## config.mk

```make
export PLATFORM = sky130hd
export DESIGN_NAME = exec_pip0
export DESIGN_NICKNAME = d
export VERILOG_FILES = /design/src/rtl/exec_pip0.sv
export SDC_FILE = /design/constraint.sdc
export NUM_CORES = 2
export LEC_CHECK = 0
export ABC_AREA = 1
export CAP_MARGIN = 20
export CORE_UTILIZATION = 35
export DETAILED_ROUTE_END_ITERATION = 10
export DONT_BUFFER_PORTS = 1
export HOLD_SLACK_MARGIN = 0.1
export PLACE_DENSITY_LB_ADDON = 0.08
export SETUP_SLACK_MARGIN = 0.4
export SLEW_MARGIN = 20
export SYNTH_ARGS = -nofsm -noshare
export SYNTH_HDL_FRONTEND = slang
export SYNTH_SLANG_ARGS = --single-unit
```

## constraint.sdc

```tcl
create_clock -name clk -period 9.5 [get_ports clk]
set_clock_uncertainty 0.15 [all_clocks]
set_input_delay 0.95 -clock clk [delete_from_list [all_inputs] [get_ports clk]]
set_output_delay 0.95 -clock clk [all_outputs]
set_load 0.01 [all_outputs]
```

## src/rtl/exec_pip0.sv

```systemverilog
// Pipe-0 execution/writeback unit: picks one of two reservation-station candidates,
// executes ALU ops in one cycle or MUL over four, and broadcasts the result.
module exec_pip0 #(
    parameter int W_PA_REG  = 5,
    parameter int W_PD_UOPS = 6,
    parameter int W_PD_DATA = 32,
    parameter int W_PC_SEL  = 2,
    parameter int MUL_LAT   = 4
) (
    input  logic                 clk,
    input  logic                 CFI_PC_clear,
    input  logic                 CFI_PC_ena,
    input  logic                 CFI_PC_stall,
    input  logic [W_PD_UOPS-1:0] CDI_PD_uops0,
    input  logic [W_PD_UOPS-1:0] CDI_PD_uops1,
    input  logic                 CDI_PC_odr,
    input  logic [W_PA_REG-1:0]  CDI_PA_r1,
    input  logic [W_PA_REG-1:0]  CDI_PA_r2,
    input  logic [W_PD_UOPS-1:0] DFI_PD_uops,
    input  logic [W_PD_DATA-1:0] DFI_PD_rs,
    input  logic [W_PD_DATA-1:0] DFI_PD_rt,
    input  logic [W_PD_DATA-1:0] DFI_PD_imm,
    input  logic [31:0]          DFI_AA_pc,
    output logic [W_PC_SEL-1:0]  CDO_PC_s1,
    output logic                 CDO_PV_upt1,
    output logic [W_PA_REG-1:0]  CDO_PA_upt1,
    output logic [W_PD_DATA-1:0] CDO_PD_upt1,
    output logic                 CFO_PC_mbusy
);

    localparam logic [W_PD_UOPS-1:0] UNUSED_OP = '1;
    localparam logic [2:0] CLS_ALU_RR = 3'b000;
    localparam logic [2:0] CLS_ALU_RI = 3'b001;
    localparam logic [2:0] CLS_MUL    = 3'b010;
    localparam int W_SLICE = W_PD_DATA / MUL_LAT;
    localparam int W_MCNT  = $clog2(MUL_LAT);
    localparam logic [W_MCNT-1:0] MCNT_IDLE = '0;
    localparam logic [W_MCNT-1:0] MCNT_LAST = W_MCNT'(1);
    localparam logic [W_MCNT-1:0] MCNT_LOAD = W_MCNT'(MUL_LAT - 1);

    typedef enum logic [2:0] {
        F_ADD = 3'b000, F_SUB = 3'b001, F_AND = 3'b010, F_OR  = 3'b011,
        F_XOR = 3'b100, F_SLT = 3'b101, F_SLL = 3'b110, F_SRL = 3'b111
    } alu_func_e;

    // mcnt counts slice steps still owed after the issue cycle; the step taken
    // with mcnt == 1 is the last one and produces the broadcast.
    logic [W_MCNT-1:0]    mcnt;
    logic [W_PA_REG-1:0]  mul_dst;
    logic [W_PD_DATA-1:0] mul_mcand;
    logic [W_PD_DATA-1:0] mul_mplier;
    logic [W_PD_DATA-1:0] mul_prod;
    logic [W_PD_DATA-1:0] mul_step;

    logic [2:0]           sel_cls;
    alu_func_e            sel_func;
    logic                 issue;
    logic                 sel_alu;
    logic                 sel_mul;
    logic [W_PA_REG-1:0]  sel_dst;
    logic [W_PD_DATA-1:0] opb;
    logic [W_PD_DATA-1:0] alu_res;
    logic                 elig0;
    logic                 elig1;
    logic                 unused_pc;

    assign unused_pc = ^DFI_AA_pc;

    function automatic logic is_mul(input logic [W_PD_UOPS-1:0] u);
        return u[W_PD_UOPS-1 -: 3] == CLS_MUL;
    endfunction

    // A non-MUL op may not land on the writeback slot the finishing MUL owns.
    function automatic logic eligible(input logic [W_PD_UOPS-1:0] u,
                                      input logic [W_MCNT-1:0]    cnt);
        if (u == UNUSED_OP) return 1'b0;
        if (is_mul(u))      return cnt == MCNT_IDLE;
        return cnt != MCNT_LAST;
    endfunction

    assign elig0 = eligible(CDI_PD_uops0, mcnt);
    assign elig1 = eligible(CDI_PD_uops1, mcnt);

    // NOTE: every always_comb output gets a default first so no path can infer a latch.
    always_comb begin
        CDO_PC_s1 = '0;
        if (CFI_PC_ena && !CFI_PC_stall && !CFI_PC_clear) begin
            if (elig0 && elig1)
                CDO_PC_s1 = CDI_PC_odr ? W_PC_SEL'(2'b10) : W_PC_SEL'(2'b01);
            else if (elig0)
                CDO_PC_s1 = W_PC_SEL'(2'b01);
            else if (elig1)
                CDO_PC_s1 = W_PC_SEL'(2'b10);
        end
    end

    assign issue    = |CDO_PC_s1;
    assign sel_cls  = DFI_PD_uops[W_PD_UOPS-1 -: 3];
    assign sel_func = alu_func_e'(DFI_PD_uops[2:0]);
    assign sel_alu  = issue && (sel_cls == CLS_ALU_RR || sel_cls == CLS_ALU_RI);
    assign sel_mul  = issue && (sel_cls == CLS_MUL);
    assign sel_dst  = CDO_PC_s1[1] ? CDI_PA_r2 : CDI_PA_r1;
    assign opb      = (sel_cls == CLS_ALU_RI) ? DFI_PD_imm : DFI_PD_rt;

    always_comb begin
        alu_res = '0;
        case (sel_func)
            F_ADD: alu_res = DFI_PD_rs + opb;
            F_SUB: alu_res = DFI_PD_rs - opb;
            F_AND: alu_res = DFI_PD_rs & opb;
            F_OR:  alu_res = DFI_PD_rs | opb;
            F_XOR: alu_res = DFI_PD_rs ^ opb;
            F_SLT: alu_res = W_PD_DATA'($signed(DFI_PD_rs) < $signed(opb));
            F_SLL: alu_res = DFI_PD_rs << opb[4:0];
            F_SRL: alu_res = DFI_PD_rs >> opb[4:0];
            default: alu_res = '0;
        endcase
    end

    // One radix-2^W_SLICE step: add the shifted multiplicand times the next slice.
    assign mul_step = mul_prod
                    + mul_mcand * {{(W_PD_DATA-W_SLICE){1'b0}}, mul_mplier[W_SLICE-1:0]};

    // NOTE: sequential state uses non-blocking assignments so every flop sees pre-edge values.
    always_ff @(posedge clk) begin
        if (CFI_PC_clear) begin
            mcnt         <= MCNT_IDLE;
            CDO_PV_upt1  <= 1'b0;
            CDO_PA_upt1  <= '0;
            CDO_PD_upt1  <= '0;
            CFO_PC_mbusy <= 1'b0;
        end else begin
            CFO_PC_mbusy <= sel_mul || (mcnt != MCNT_IDLE);
            if (mcnt == MCNT_LAST) begin
                CDO_PV_upt1 <= 1'b1;
                CDO_PA_upt1 <= mul_dst;
                CDO_PD_upt1 <= mul_step;
            end else if (sel_alu) begin
                CDO_PV_upt1 <= 1'b1;
                CDO_PA_upt1 <= sel_dst;
                CDO_PD_upt1 <= alu_res;
            end else begin
                CDO_PV_upt1 <= 1'b0;
            end
            if (sel_mul)
                mcnt <= MCNT_LOAD;
            else if (mcnt != MCNT_IDLE)
                mcnt <= mcnt - MCNT_LAST;
        end
    end

    // NOTE: MUL datapath registers carry no reset; mcnt alone decides whether they matter.
    always_ff @(posedge clk) begin
        if (sel_mul) begin
            mul_dst    <= sel_dst;
            mul_mcand  <= DFI_PD_rs << W_SLICE;
            mul_mplier <= DFI_PD_rt >> W_SLICE;
            mul_prod   <= DFI_PD_rs * {{(W_PD_DATA-W_SLICE){1'b0}}, DFI_PD_rt[W_SLICE-1:0]};
        end else if (mcnt != MCNT_IDLE) begin
            mul_mcand  <= mul_mcand << W_SLICE;
            mul_mplier <= mul_mplier >> W_SLICE;
            mul_prod   <= mul_step;
        end
    end

endmodule

```

Word level (Yosys, flattened, before mapping). Index checks and enable logic that the tools add are counted.

Flip-flop bits (word level): 126. Bits of input ports: 161. Output and inout bits: 41.

Muxes and demuxes: 36. Equality and inequality tests: 15. Shift-type cells: 2. Magnitude comparators: 1. Add/sub/neg operators: 4. Multipliers: 2. Bitwise operators: 3. Reduce and logical (&&, ||, !) cells: 16.

Operators with widths (count): $pmux 32 s8 (1); $mux 32 (7); $add 32x32->32 (2); $mux 24 (2); $and 32x32->32 (1); $lt 32x32->1 (1); $mul 32x8->32 (1); $or 32x32->32 (1); $shl 32x5->32 (1); $shr 32x5->32 (1); $sub 32x32->32 (1); $xor 32x32->32 (1); $mul 24x8->24 (1); $mux 1 (16); $eq 3x2->1 const B (5); $mux 5 (3); $mux 2 (7); $eq 3x3->1 const B (4); $eq 6x6->1 const B (2); $eq 3x1->1 const B (2); $logic_not 3->1 (2); $reduce_bool 2->1 (3); $logic_and 1x1->1 (5); $eq 2x1->1 const B (1); 6 further kinds (8).

Longest topological paths before layout.
Depth after elaboration: 13. Depth in mapped cells: 37. Mapped depth without buffers: 36.

Worst setup path before layout. OpenSTA, ideal clock, no wires.

Path type: register -> register. From: register mul_mplier[4]. To: register mul_prod[31], data pin. Arrival time: 5.665 ns. Required time: 9.097 ns. Period minus slack after synthesis: 6.069 ns. Slack: 3.431 ns. Stages on the path, launching flop included: 32. Path buffers: 2. Path through: edfxtp_1 -> clkbuf_1 -> clkbuf_1 -> nand2_1 -> fa_1 -> fa_1 -> inv_1 -> fa_1 -> inv_1 -> fa_1 -> inv_1 -> ha_1 -> nand2_1 -> nor2_1 -> a21oi_1 -> o21ai_0 -> nand3_1 -> nand2_1 -> nand2_1 -> nand2_1 -> nand3_1 -> nand2_1 -> xor2_1 -> ha_1 -> a21o_1 -> o21bai_1 -> a211oi_1 -> nand3_1 -> nand3_1 -> nand2_1 -> nand2_1 -> nand2_1.

Longest elaborated chain between the ends: 4.

Ends and longest elaborated chain: start: declaration (line 51) `logic [W_PD_DATA-1:0] mul_mplier;`; start signal: assignment (line 157) `mul_mplier <= DFI_PD_rt >> W_SLICE;`; start signal: assignment (line 161) `mul_mplier <= mul_mplier >> W_SLICE;`; $mul 24x8->24 (line 122) `+ mul_mcand * {{(W_PD_DATA-W_SLICE){1'b0}}, mul_mplier[W_SLICE-1:0]};`; $add 32x32->32 (line 122); $mux 32 (line 159) `end else if (mcnt != MCNT_IDLE) begin`; $mux 32 (line 154) `if (sel_mul) begin`; end signal: assignment (line 158) `mul_prod <= DFI_PD_rs * {{(W_PD_DATA-W_SLICE){1'b0}}, DFI_PD_rt[W_SLICE-1:0]};`; end signal: assignment (line 162) `mul_prod <= mul_step;`; end: declaration (line 52) `logic [W_PD_DATA-1:0] mul_prod;`.

Every way passes these cells. The select of a mux whose other input is x is not followed. A chain may end at the register's enable or synchronous reset.

Final worst setup path.
From: register mul_mplier[2]. To: register mul_prod[31], data pin.

The elaborated chain is that of the path after synthesis.

==> metrics.md <==
| Metric | Value |
|---|---|
| Tot GR Track Use | `31.2%` |
| Mapped Cells | `4300` |
| R2R depth | `28` |
| Avg Cell Area, Syn | `6.42 sq um` |
| Hold Startpoint | `CDO_PD_upt1[3]` |
| Period utilization | `77.2%` |
| CTS resizes | `0` |
| CTS sink cnt | `126` |
| Period minus WS final | `7330 ps` |
| Port Buf Inserts | `0` |
| Final setup violation count | `0` |
| Cts hold-fix bufs | `0` |
| Register area | `3370 sq um` |
| R2R Path End | `mul_prod[31]` |
| Async SR Flop Fraction | `0%` |
| Largest net degree at the start of global routing | `69` |
| Post-Syn Nets | `4924` |
| Layout cells sized above 1 | `2.55%` |
| Cell taking the most area after synthesis | `fa_1` |
| Root Buffer | `clkbuf_16` |
| Post-synthesis cell area | `27600 sq um` |
| Crit path max-delay cell type | `edfxtp_1` |
| TritonCTS clock tree | `done` |
| Area contributors post-synth | `fa_1, nand2_1, inv_1` |
| Netlist cell types | `57` |
| Worst Path Class, Setup | `reg -> reg` |
| WHS Endpoint | `CDO_PD_upt1[3]` |
| Fin. Hold Viols | `0` |
| I/O pin total | `202` |
| Clk Latency, worst-skew pair | `450 ps` |
| Max cap viols | `0` |
| Accumulated negative setup slack | `0 ps` |
| Ys Warns | `0` |
| Routability congestion estimate | `1.02` |
| Most used DFF post-synth | `edfxtp_1` |
| Fill cells | `8653` |
| Top cell type's share of synthesized area | `19.4%` |
| Worst hold path cell count | `2` |
| Fin nets | `4764` |
| Row cnt | `102` |
| Initial Util | `35.5%` |
| Post-CTS setup buffer count | `0` |
| Final wirelength | `125 mm` |
| Die width | `283 um` |
| Initial antenna violation count | `1` |
| Area delta synth->final | `4.35%` |
| Total number of vias | `27965` |
| Num CTS Buffers | `17` |
| Sequential area share after synthesis | `12.2%` |
| Crit Path Max Fanout | `15` |
| Number of global-route vias before repair | `27064` |
| Core footprint | `77700 sq um` |
| Drt wl/cell | `24.1 um` |
| Die Footprint | `80000 sq um` |
| CP max stage delay | `790 ps` |
| RSZ-0062 raised after global routing | `no` |
| Flop2flop setup slack | `2170 ps` |
| H-tree levels | `4` |
| HP Class | `reg -> reg` |
| DRC viols | `0` |
| Tightest Pin Transition | `1020 ps` |
| R2r startpoint | `mul_mplier[2]` |
| Max Root-Sink Buffers | `2` |
| Final ANT Viol Nets | `0` |
| GRT overflow | `0` |
| First-pass GRT wire length | `181 mm` |
| Max Slew Vio Count | `0` |
| Detailed Routing Iterations Pass 1 | `7` |
| Number of flops mapped to enable cells by yosys | `85` |
| Startpoint Class | `register` |
| Worst Path Arrival | `7370 ps` |
| Multi-input logic area | `20500 sq um` |
| Hpwl dp | `103 mm` |
| Number of vias per cell | `5.38` |
| Drt first-iter violations | `2827` |
| Most used cell, CP | `nand2_1` |
| Synthesized flop and latch total | `126` |
| Run status | `complete, no violations` |
| Slew HR | `31.2%` |
| Clk slew on worst S/H paths | `70 ps` |
| Max Clk Rate | `136 MHz` |
| Die height | `283 um` |
| Worst Setup End Kind | `register` |
| Critical Path RT | `9540 ps` |
worst max-delay path by stage:
stage                       start           end  slack, ps  cells past startpoint
CTS                 mul_mplier[2]  mul_prod[31]       2150                     28
global placement    mul_mplier[2]  mul_prod[31]       2150                     28
detailed placement  mul_mplier[2]  mul_prod[31]       2180                     28
finish              mul_mplier[2]  mul_prod[31]       2170                     28
global route        mul_mplier[2]  mul_prod[31]       1750                     28
floorplan           mul_mplier[4]  mul_prod[31]       3430                     31
cell usage after synthesis, types with 28 or more instances:
library cell,n
a21oi_1,239
buf_2,56
clkbuf_1,123
dfxtp_1,41
edfxtp_1,85
fa_1,267
ha_1,196
inv_1,750
nand2_1,1248
nand3_1,451
nand4_1,58
nor2_1,244
nor3_1,33
o21ai_0,195
xnor2_1,28
xor2_1,47
worst max-delay path, delay by kind of cell, from the launching register on:
family | cells | cell delay (ps)
compound gates | 3 | 710
xor+xnor | 1 | 310
flops | 1 | 790
fa+ha+maj | 6 | 2730
simple gates | 13 | 1830
buf+inv | 5 | 530
kinds of logic after synthesis:
logic type,share of synthesized area (%)
AOI/OAI and AO/OA,11.4
xor gates and xnor gates,2.38
adders and majority gates,28.3
buffers and inverters,13.6
DFF,12.2
muxes,0.0363
and+or+nand+nor,32.1
layout by cell type, fill, tap and decap left out, types with 5 or more instances in the layout:
cell       count
o21bai_1      15
nand4_1       58
nand2_1     1247
nand2_2        7
or2_2         16
fa_1         267
nor3_1        32
and3_1         5
nor4_1        11
o21ai_0      195
a21oi_1      239
a221oi_1      13
edfxtp_1      85
o21a_1         5
inv_1        749
buf_4         25
nand3_1      451
inv_6          5
o21ai_1       24
nand3b_1       6
xor2_1        47
clkbuf_16     19
o211ai_1      11
inv_2         12
a211oi_1      10
xnor2_1       28
dfxtp_1       41
o22ai_1       16
nor2_1       244
ha_1         196
a31oi_1       11
a21o_1        15
state kept, by name (all words and copies together) (netlist names):
signal and flops:
CDO_PD_upt1 32, mul_prod 32, mul_mcand 24, mul_mplier 24
CDO_PA_upt1 5, mul_dst 5, mcnt 2, CDO_PV_upt1 1
CFO_PC_mbusy 1
metrics by stage:
step / hold WS [ps] / setup slack, ps / util [%] / cell area (sq um) / cells
final: 343 / 2170 / 37.0 / 28800 / 5194
after global routing: 361 / 1750 / 37.0 / 28800 / 5193
after CTS: 349 / 2150 / 37.0 / 28800 / 5193
after detailed placement: 339 / 2180 / 36.3 / 28200 / 5161
after global placement: 337 / 2150 / 36.3 / 28200 / 5161
after floorplan: 319 / 3430 / - / 27600 / 4300
layer usage:
metal	up-vias	routed length, um	global-route usage, %
met5	-	0	0
met1	13597	56800	43.7
li1	13231	-	-
met3	131	7850	3.32
met2	1006	56300	50.1
met4	0	3970	9.69
cell type report:
class	count	area share (%)
timing repair buffer	25	0.652
inverter	762	9.94
clock buffer	20	1.70
sequential	126	11.7
tap	1040	4.52
clock inverter	12	0.322
multi-input combinational	3208	71.1
antenna	1	0.00869
Power is not shown: default switching activity piles up to over one toggle a cycle in this logic, so the estimate is an artifact.
